`src/rtl/calc_pkg.sv`:
```
// Shared types and constants for the calculator divider front-end.
package calc_pkg;

  localparam int CALC_W = 8;

  // Quotient reported for a divide-by-zero request (all ones at CALC_W).
  localparam logic [CALC_W-1:0] DIV0_QUOTIENT = '1;

  typedef enum logic [2:0] {
    IDLE,
    LAUNCH,
    ARM,
    BUSY,
    FIXUP,
    RESP
  } div_seq_state_t;

endpackage

```
`src/rtl/div_sign_fix.sv`:
```
// Combinational conditional two's-complement negate; doubles as abs when
// negate is driven by the operand's sign bit.
module div_sign_fix
  import calc_pkg::*;
#(
  parameter int W = CALC_W
) (
  input  logic [W-1:0] value,
  input  logic         negate,
  output logic [W-1:0] result
);

  logic signed [W-1:0] value_s;
  logic signed [W-1:0] negated_s;

  assign value_s   = $signed(value);
  assign negated_s = (~value_s) + W'(1);
  assign result    = negate ? $unsigned(negated_s) : value;

endmodule

```
`src/rtl/div_sequencer.sv`:
```
// Request/response sequencer around the shift/add-subtract divider.
// Optional signed support is built when DIV_SIGNED_EN is defined.
module div_sequencer
  import calc_pkg::*;
#(
  parameter int W = CALC_W
) (
  input  logic         Clock,
  input  logic         Resetn,
  input  logic         ReqValid,
  output logic         ReqReady,
  input  logic [W-1:0] Dividend,
  input  logic [W-1:0] Divisor,
  input  logic         SignedOp,
  output logic         DivStart,
  input  logic         DivDone,
  output logic [W-1:0] DivA,
  output logic [W-1:0] DivB,
  input  logic [W-1:0] DivQ,
  input  logic [W-1:0] DivR,
  output logic         RspValid,
  input  logic         RspReady,
  output logic [W-1:0] Quotient,
  output logic [W-1:0] Remainder,
  output logic         DivByZero
);

  div_seq_state_t state, state_next;

  logic         accept;
  logic         divisor_zero;
  logic [W-1:0] a_mag;
  logic [W-1:0] b_mag;
  logic [W-1:0] raw_q;
  logic [W-1:0] raw_r;
  logic [W-1:0] q_fix;
  logic [W-1:0] r_fix;

  assign accept       = ReqValid & ReqReady;
  assign divisor_zero = (Divisor == '0);

`ifdef DIV_SIGNED_EN
  logic a_neg;
  logic b_neg;
  logic neg_quot;
  logic neg_rem;

  assign a_neg = SignedOp & Dividend[W-1];
  assign b_neg = SignedOp & Divisor[W-1];

  div_sign_fix #(.W(W)) u_abs_a (.value(Dividend), .negate(a_neg), .result(a_mag));
  div_sign_fix #(.W(W)) u_abs_b (.value(Divisor),  .negate(b_neg), .result(b_mag));
  div_sign_fix #(.W(W)) u_fix_q (.value(raw_q), .negate(neg_quot), .result(q_fix));
  div_sign_fix #(.W(W)) u_fix_r (.value(raw_r), .negate(neg_rem),  .result(r_fix));

  // Truncating division: quotient sign from the XOR, remainder follows the dividend.
  always_ff @(posedge Clock or negedge Resetn) begin
    if (!Resetn) begin
      neg_quot <= 1'b0;
      neg_rem  <= 1'b0;
    end else if ((state == IDLE) && accept) begin
      neg_quot <= a_neg ^ b_neg;
      neg_rem  <= a_neg;
    end
  end
`else
  logic unused_signed_op;

  assign unused_signed_op = SignedOp;
  assign a_mag            = Dividend;
  assign b_mag            = Divisor;
  assign q_fix            = raw_q;
  assign r_fix            = raw_r;
`endif

  always_ff @(posedge Clock or negedge Resetn) begin
    if (!Resetn) begin
      state     <= IDLE;
      DivA      <= '0;
      DivB      <= '0;
      Quotient  <= '0;
      Remainder <= '0;
      DivByZero <= 1'b0;
    end else begin
      state <= state_next;
      if ((state == IDLE) && accept) begin
        if (divisor_zero) begin
          Quotient  <= {W{DIV0_QUOTIENT[0]}};
          Remainder <= Dividend;
          DivByZero <= 1'b1;
        end else begin
          DivA      <= a_mag;
          DivB      <= b_mag;
          DivByZero <= 1'b0;
        end
      end
      if (state == FIXUP) begin
        Quotient  <= q_fix;
        Remainder <= r_fix;
      end
    end
  end

  // Raw divider results are pure data and need no reset.
  always_ff @(posedge Clock) begin
    if ((state == BUSY) && DivDone) begin
      raw_q <= DivQ;
      raw_r <= DivR;
    end
  end

  always_comb begin
    state_next = state;
    ReqReady   = 1'b0;
    DivStart   = 1'b0;
    RspValid   = 1'b0;
    case (state)
      IDLE: begin
        ReqReady = DivDone;
        if (ReqValid && DivDone) begin
          state_next = divisor_zero ? RESP : LAUNCH;
        end
      end
      LAUNCH: begin
        DivStart   = 1'b1;
        state_next = ARM;
      end
      // A stale done level from the previous run must not count as completion.
      ARM: begin
        if (!DivDone) begin
          state_next = BUSY;
        end
      end
      BUSY: begin
        if (DivDone) begin
          state_next = FIXUP;
        end
      end
      FIXUP: begin
        state_next = RESP;
      end
      RESP: begin
        RspValid = 1'b1;
        if (RspReady) begin
          state_next = IDLE;
        end
      end
      default: begin
        state_next = IDLE;
      end
    endcase
  end

endmodule

```
`config.mk`:
```
export PLATFORM = sky130hd
export DESIGN_NAME = div_sequencer
export DESIGN_NICKNAME = d
export VERILOG_FILES = /design/src/rtl/calc_pkg.sv /design/src/rtl/div_sign_fix.sv /design/src/rtl/div_sequencer.sv
export SDC_FILE = /design/constraint.sdc
export NUM_CORES = 1
export LEC_CHECK = 0
export ABC_AREA = 0
export CAP_MARGIN = 20
export CORE_MARGIN = 10
export CORE_UTILIZATION = 45
export DETAILED_ROUTE_END_ITERATION = 16
export PLACE_DENSITY = 0.81
export SLEW_MARGIN = 20
export SYNTH_ARGS = -nofsm -noshare
export SYNTH_HDL_FRONTEND = slang
export SYNTH_SLANG_ARGS = --single-unit
```
`constraint.sdc`:
```
create_clock -name Clock -period 2.85 [get_ports Clock]
set_input_delay 0.57 -clock Clock [delete_from_list [all_inputs] [get_ports Clock]]
set_output_delay 0.57 -clock Clock [all_outputs]
set_load 0.005 [all_outputs]
```
Word level (Yosys, flattened, before mapping)
Index checks and enable logic that the tools add are counted.
{ "word_totals": {"ff_bits": 52, "wordCells": 45, "output_inout_bits": 36, "ram_bits": 0, "in_bits": 38, "mem_bits_ro": 0, "latch_bits": 0, "n_memories": 0} }
{ "classes": {"muxes": 16, "n_lt_le_gt_ge": 0, "reduce_logical": 10, "div": 0, "bitwise": 2, "addsub": 0, "n_shift": 0, "mul": 0, "eq_ne": 9} }
{ "ops": {"columns": ["op", "count"], "rows": [
  ["2-to-1 mux 8 bit", 6],
  ["case mux 3 bit (6 select lines)", 1],
  ["2-to-1 mux 3 bit", 5],
  ["zero test 8 bit", 1],
  ["== test 3 x 2 -> 1 bit, second input constant", 2],
  ["== test 3 bit, second input constant", 2],
  ["inequality test 2 bit, second input constant", 3],
  ["2-to-1 mux 1 bit", 4],
  ["AND reduction 2 bit", 2],
  ["AND reduction 4 bit", 1],
  ["nonzero test 2 bit", 2],
  ["== test 3 x 1 -> 1 bit, second input constant", 1],
  ["logical AND 1 bit", 3],
  ["zero test 3 bit", 1],
  ["inequality test 2 x 1 -> 1 bit, second input constant", 1],
  ["bitwise AND 1 bit", 1],
  ["inverter 1 bit", 1]
]} }

Logic depth before layout (Yosys ltp)
Gate-level depths: netlist (run 1).
{ "logic_depth": {"depth_word": 6, "mapped_depth": 7, "ltp_nobuf": 4} }

Worst setup path before layout (run 1)
OpenSTA, ideal clock, no wires.
{ "synth_path": {"path_kind": "input to register", "startpoint": "input port Divisor[5]", "endpoint": "register Remainder[0]", "path_buffers": 1, "path_slack_ns": 0.637, "setup_ns": 0.125, "arrival_time_ns": 2.088, "t_required_ns": 2.725, "path_stages": 5, "cell_sequence": "or4_4 > nor4_4 > a21o_4 > buf_12 > mux2_4"} }
{ "synth_via": {"elab_chain_cells": 3} }
{ "synth_rtl": {"columns": ["element", "line_no", "rtl"], "rows": [
  ["start: declaration", "div_sequencer.sv:13", "input logic [W-1:0] Divisor,"],
  ["zero test 8 bit", "div_sequencer.sv:40", "assign divisor_zero = (Divisor == '0);"],
  ["nonzero test 2 bit (no source line)", null, null],
  ["AND reduction 2 bit (no source line)", null, null],
  ["end signal: assignment", "div_sequencer.sv:89", "Remainder <= Dividend;"],
  ["end signal: assignment", "div_sequencer.sv:99", "Remainder <= r_fix;"],
  ["end: declaration", "div_sequencer.sv:24", "output logic [W-1:0] Remainder,"]
]} }
Every way passes these cells.
A chain may end at the register's enable or synchronous reset.

Worst setup path in the final report (run 1)
{ "layout_path": {"startpoint": "input port DivDone", "endpoint": "output port ReqReady"} }
{ "layout_via": {"elab_chain_cells": 1} }
{ "layout_rtl": {"columns": ["element", "line_no", "rtl"], "rows": [
  ["start: declaration", "div_sequencer.sv:16", "input logic DivDone,"],
  ["2-to-1 mux 1 bit", "div_sequencer.sv:117", "case (state)"],
  ["end: declaration", "div_sequencer.sv:11", "output logic ReqReady,"]
]} }
Every way passes these cells.

==> results by group, run 1 <==
Drt
  • Vias after detailed routing: 1,415
  • Number of design-rule violations left by the first detailed-router iteration: 85
  • Post-detailed-route DRC marker count: 0
  • Average wire per cell in the routed design: 17.72 um
  • Wire length reported by the detailed router: 4979 um
  • Post-detailed-route via-to-cell ratio: 5.036
  • Detail Route Antenna Nets: 0
  • TritonRoute pass-1 iters: 4

STA
  • Setup repair after global routing missed its margin: false
  • Max_slew headroom: 47.47%
  • Post-route clock period utilization: 92.40%
  • Actual slew at the worst max-slew pin: 787.9 ps
  • Max frequency: 379.7 MHz
  • Final setup fails: 0
  • Min Clock Period, post-route: 2633 ps
  • Number of hold-slack violations in the final timing report: 0
  • Final slew viol count: 0
  • Total negative slack for setup checks: 0 ps
  • Setup Skew: 6.408 ps

Worst setup path
  • Worst R2R Start: state[1]
  • Arrival time at the worst endpoint: 2060 ps
  • Endpoint class of the critical path: output pin
  • Type of element launching the critical path: input pin
  • Worst endpoint required time: 2280 ps
  • Flop2flop setup slack: 830 ps
  • Number of cells on the worst reg-to-reg path: 5
  • Path type of the worst setup path: input pin to output pin
  • Endpoint of the worst-slack reg-to-reg timing path: DivA[4]
  • Largest driver fanout on the critical path: 4

Global route
  • Overflow after GRT: 0
  • Number of global-route vias before repair: 1,501
  • First-pass GRT wire length: 7797 um
  • Aggregate global-route resource usage: 13.00%
  • Initial antenna violation count: 0
  • Pin count of the biggest net entering global routing: 37

Clock network
  • TritonCTS clock tree: done
  • Hold-fix buffer count after cts: 0
  • Count of cells resized by post-cts repair: 0
  • Number of sinks handled by clock tree synthesis: 52
  • Root Buffer Master: clkbuf_8
  • Post CTS Setup Buffer Count: 0
  • Worst-case clock buffer depth: 2
  • Clock slew at reported path FFs: 90 ps
  • Number of clock buffers inserted by TritonCTS: 5
  • H-tree depth: 2
  • Clock latency on the worst-skew pair: 300 ps

Yosys
  • Asr flop ratio synth: 69.23%
  • Top area cells in the synthesized netlist: dfrtp_1 (41%), edfxtp_1 (22%), mux2_2 (12%)
  • Distinct cells, synth: 31
  • Area share of the leading cell type in the synthesized netlist: 41.40%
  • Number of standard cells after synthesis: 149
  • Mean instance size in the synthesized netlist: 14.60 sq um
  • Most instantiated library cell after synthesis: dfrtp_1
  • Net count of the mapped netlist: 187
  • Warning count from the yosys run: 0
  • Sequential area share after synthesis: 63.48%
  • Number of flip-flops and latches in the synthesized netlist: 52
  • Cell type with the highest aggregate area in the netlist: dfrtp_1
  • Combined area of all synthesized cells: 0.002176 sq mm
  • Prevailing post-synth register cell: dfrtp_1
  • Number of synthesized flops with an enable pin: 16
  • Most frequent cells after synthesis: dfrtp_1 (36), mux2_2 (24), nor2_1 (19), edfxtp_1 (16), a21oi_1 (11)

Finish
  • Number of antenna cells inserted: 0
  • Final cell area excluding filler cells: 0.003059 sq mm
  • Fill count: 354
  • Share of layout cells above drive strength 1: 24.23%
  • Layout Nets: 264
  • Area growth, synth to finish: 40.60%

Die
  • Die width: 89.54 um
  • Total die area: 0.008017 sq mm
  • Y dimension of the die: 89.54 um
  • Core footprint: 0.004692 sq mm
  • I/O pin total: 74
  • Row count: 25
  • Initial Utilization: 46.37%

Placement
  • Final weighted congestion in routability-driven placement: 0.7291
  • Count of input and output buffers: 72
  • DP Area: 0.002952 sq mm
  • Half-perimeter wire length of the detailed placement result: 3870 um

Pwr
  • Largest vdd supply drop: 0.4810 mV
  • Power density normalized to cell area: 940.5 mW/mm^2
  • LEAKAGE: 0.001216 uW

Run
  • Reported max-cap violation count: 0

Status
  • Result of the run: finished, final reports clean

Worst hold path
  • Worst min-delay path category: input pin to async pin
==> power by group <==
part | switching (uW) | internal, uW | leakage, uW
combinational | 382 | 762 | 0.000589
clock | 230 | 261 | 0.0000552
sequential | 189 | 1050 | 0.000571
==> registers in the layout, indices dropped and copies added, names as in the netlist <==
name	count
q_fix	8
Quotient	8
Remainder	8
DivB	8
r_fix	8
DivByZero	1
DivA	8
state	3
==> final cells by class <==
cell class              count  area (sq um)  share of cell area (%)
multi-input cells          87         721.9                   23.60
well taps                  54         67.56                   2.209
clock inverters             2         35.03                   1.145
clock buffers               6         72.57                   2.372
repair buffers             78         773.2                   25.28
flip-flops and latches     52          1381                   45.15
inverters                   2         7.507                  0.2454
==> worst max path at each step <==
stage | from | end | slack (ps)
2_1_floorplan | Divisor[5] | Remainder[0] | 640
3_3_place_gp | DivDone | ReqReady | 210
3_5_place_dp | DivDone | ReqReady | 200
4_1_cts | DivDone | ReqReady | 200
5_1_grt | DivDone | ReqReady | 150
6_report | DivDone | ReqReady | 220
==> cell families after synthesis <==
group,Yosys count,synth area share [%]
AO/OA/AOI/OAI,19,5.578
buffers and inverters,10,3.335
flip-flops,52,63.48
multiplexers,32,17.94
AND/OR/NAND/NOR,36,9.661
==> per-layer routing <==
layer	share of wire (%)	up-vias	GRT usage (%)
met2	51	44	22.84
met3	8.0	6	5.469
met4	1.2	0	4.335
li1	-	681	-
met5	0	-	0
met1	40	684	13.68
==> through the flow <==
stage / hold WS, ps / power (uW) / utilization, % / worst slack [ps] / cells
after floorplan: 274.4 / 1766 / - / 637.0 / 149
after global placement: 470.5 / 2374 / 62.91 / 208.9 / 273
after detailed placement: 483.1 / 2421 / 62.91 / 204.9 / 273
after CTS: 371.4 / 2911 / 65.20 / 202.4 / 281
after global routing: 399.0 / 3061 / 65.20 / 147.8 / 281
final: 337.3 / 2877 / 65.20 / 216.5 / 281
==> critical path: stages <==
cell and delay (ps):
clkdlybuf4s50_1 470, or2b_2 350, nor3_1 140, clkdlybuf4s50_1 530
==> layout by cell type (no fill, tap or decap) <==
cell and count:
edfxtp_1 16, clkbuf_1 1, nor3b_1 3, buf_4 5, o21ai_0 2, clkinv_2 1, and3_2 1, or4_1 1
or2_2 1, mux2_4 8, or3b_1 1, or4_4 1, o31ai_1 1, dfrtp_1 36, clkdlybuf4s50_1 71, nand2_1 2
clkbuf_8 5, a32oi_1 1, o21bai_1 1, buf_2 1, bufinv_16 1, mux2_2 24, o2bb2ai_1 1, or2b_2 1
a21o_2 1, nor3_1 3, inv_1 2, nor2_4 1, or3b_4 1, buf_12 1, nor4_4 1, nor2_1 19
a21o_4 1, a21oi_1 11
No activity file was read; power rests on OpenSTA's default activity.
==> inputs of run 2 (changes only) <==
Settings changed: CORE_UTILIZATION 45 to 47, CTS_BUF_LIST from default to sky130_fd_sc_hd__clkbuf_8, PLACE_DENSITY 0.81 to 0.84.
==> run 2 against run 1 <==
  * Wire length down 4.5%
  * Die area down 3.3%
  * Combinational power about the same
  * Clock-buffer cell count down 1
  * Via count up 1.4%
  * Critical path type unchanged
  * Critical endpoint unchanged
  * Largest cell class unchanged
==> results by group, run 2 (synthesis results as in run 1) <==
Status
  • Result of the run: finished, final reports clean

STA
  • Actual slew at the worst max-slew pin: 846.7 ps
  • Total negative slack for setup checks: 0 ps
  • Max_slew headroom: 43.56%
  • Final slew viol count: 0
  • Number of hold-slack violations in the final timing report: 0
  • Min Clock Period, post-route: 2670 ps
  • Max frequency: 374.6 MHz
  • Setup Skew: 4.187 ps
  • Final setup fails: 0
  • Post-route clock period utilization: 93.68%
  • Setup repair after global routing missed its margin: false

Clock network
  • Post CTS Setup Buffer Count: 0
  • Worst-case clock buffer depth: 2
  • Number of sinks handled by clock tree synthesis: 52
  • Number of clock buffers inserted by TritonCTS: 5
  • Hold-fix buffer count after cts: 0
  • Root Buffer Master: clkbuf_8
  • Clock latency on the worst-skew pair: 300 ps
  • TritonCTS clock tree: done
  • H-tree depth: 2
  • Clock slew at reported path FFs: 90 ps
  • Count of cells resized by post-cts repair: 0

Drt
  • Post-detailed-route DRC marker count: 0
  • TritonRoute pass-1 iters: 4
  • Vias after detailed routing: 1,435
  • Post-detailed-route via-to-cell ratio: 5.181
  • Wire length reported by the detailed router: 4755 um
  • Number of design-rule violations left by the first detailed-router iteration: 86
  • Detail Route Antenna Nets: 0
  • Average wire per cell in the routed design: 17.17 um

Run
  • Reported max-cap violation count: 0

Global route
  • Pin count of the biggest net entering global routing: 37
  • Number of global-route vias before repair: 1,463
  • First-pass GRT wire length: 7403 um
  • Initial antenna violation count: 0
  • Overflow after GRT: 0
  • Aggregate global-route resource usage: 12.20%

Placement
  • Count of input and output buffers: 72
  • DP Area: 0.002934 sq mm
  • Final weighted congestion in routability-driven placement: 0.7818
  • Placed insts: 269
  • Half-perimeter wire length of the detailed placement result: 3657 um

Worst setup path
  • Number of cells on the worst reg-to-reg path: 3
  • Path type of the worst setup path: input pin to output pin
  • Largest driver fanout on the critical path: 4
  • Worst setup path endpoint: ReqReady
  • Crit path launch: DivDone
  • Arrival time at the worst endpoint: 2100 ps
  • Endpoint of the worst-slack reg-to-reg timing path: Remainder[1]
  • Worst R2R Start: state[1]
  • Type of element launching the critical path: input pin
  • Flop2flop setup slack: 770 ps
  • Worst endpoint required time: 2280 ps
  • Endpoint class of the critical path: output pin

Worst hold path
  • Worst min-delay path category: input pin to async pin

Die
  • Initial Utilization: 49.29%
  • Core footprint: 0.004414 sq mm
  • Y dimension of the die: 88.04 um
  • Die width: 88.04 um
  • Row count: 24
  • Total die area: 0.007751 sq mm
  • I/O pin total: 74

Finish
  • Commonest cells after routing, fill and taps aside: clkdlybuf4s50_1 (71), dfrtp_1 (36), mux2_2 (24)
  • Leading cell type in the layout, fill and taps excluded: clkdlybuf4s50_1
  • Share of layout cells above drive strength 1: 23.56%
  • Fill count: 316
  • Final cell area excluding filler cells: 0.003020 sq mm
  • Number of antenna cells inserted: 0
  • Layout Nets: 262
  • Area growth, synth to finish: 38.82%
  • Final cell count without fillers: 277
  • Fraction of the core area covered by cells at the end of the flow: 68.42%

Pwr
  • LEAKAGE: 0.001197 uW
  • Total Power: 2762 uW
  • Power density normalized to cell area: 914.3 mW/mm^2
  • Largest vdd supply drop: 0.5127 mV
run 2: cell count changes in the layout (fill, tap and decap cells not counted), sizes merged:
cell    change
clkinv      +1
clkbuf      -1
inv         +1
bufinv      -1
buf         -2
run 2: routing by layer:
layer / global-route usage (%) / up-vias / routed length, um
li1: - / 684 / -
met1: 13.44 / 694 / 1911
met2: 20.97 / 52 / 2373
met3: 5.571 / 5 / 443
met4: 2.996 / 0 / 27
met5: 0 / - / 0
run 2: cell type report:
| type | instances | area, sq um | share of cell area, % |
|---|---|---|---|
| Sequential cell | 52 | 1381 | 45.73 |
| Timing Repair Buffer | 76 | 758.2 | 25.10 |
| Multi-Input combinational cell | 87 | 721.9 | 23.90 |
| Clock buffer | 5 | 68.82 | 2.278 |
| Tap cell | 52 | 65.06 | 2.154 |
| Clock inverter | 3 | 17.52 | 0.5799 |
| Inverter | 2 | 7.507 | 0.2485 |
run 2: worst min path at each step:
stage                          from          end  slack (ps)  cells after the start
final                        Resetn      DivB[2]         350                      1
after global routing         Resetn  Quotient[5]         410                      1
after CTS                    Resetn    DivByZero         380                      1
after detailed placement  DivByZero    DivByZero         480                      1
after global placement    DivByZero    DivByZero         480                      1
after floorplan              Resetn      DivA[0]         270                      0
run 2: power by group:
| part | switching (uW) | total, uW | internal (uW) | leakage [uW] |
|---|---|---|---|---|
| registers | 177 | 1230 | 1050 | 0.000571 |
| clock network | 236 | 408 | 172 | 0.0000460 |
| logic | 369 | 1120 | 755 | 0.000580 |
| total | 782 | 2760 | 1980 | 0.00120 |
run 2: metrics by stage:
stage                     hold slack [ps]  setup slack [ps]
after floorplan                     274.4             637.0
after global placement              479.3             221.8
after detailed placement            481.8             147.8
after CTS                           382.4             155.5
after global routing                405.1             57.08
final                               352.7             180.2
run 2: worst max-delay path: stages:
cell and delay, ps:
clkdlybuf4s50_1 470, or2b_2 340, nor3_1 170, clkdlybuf4s50_1 540
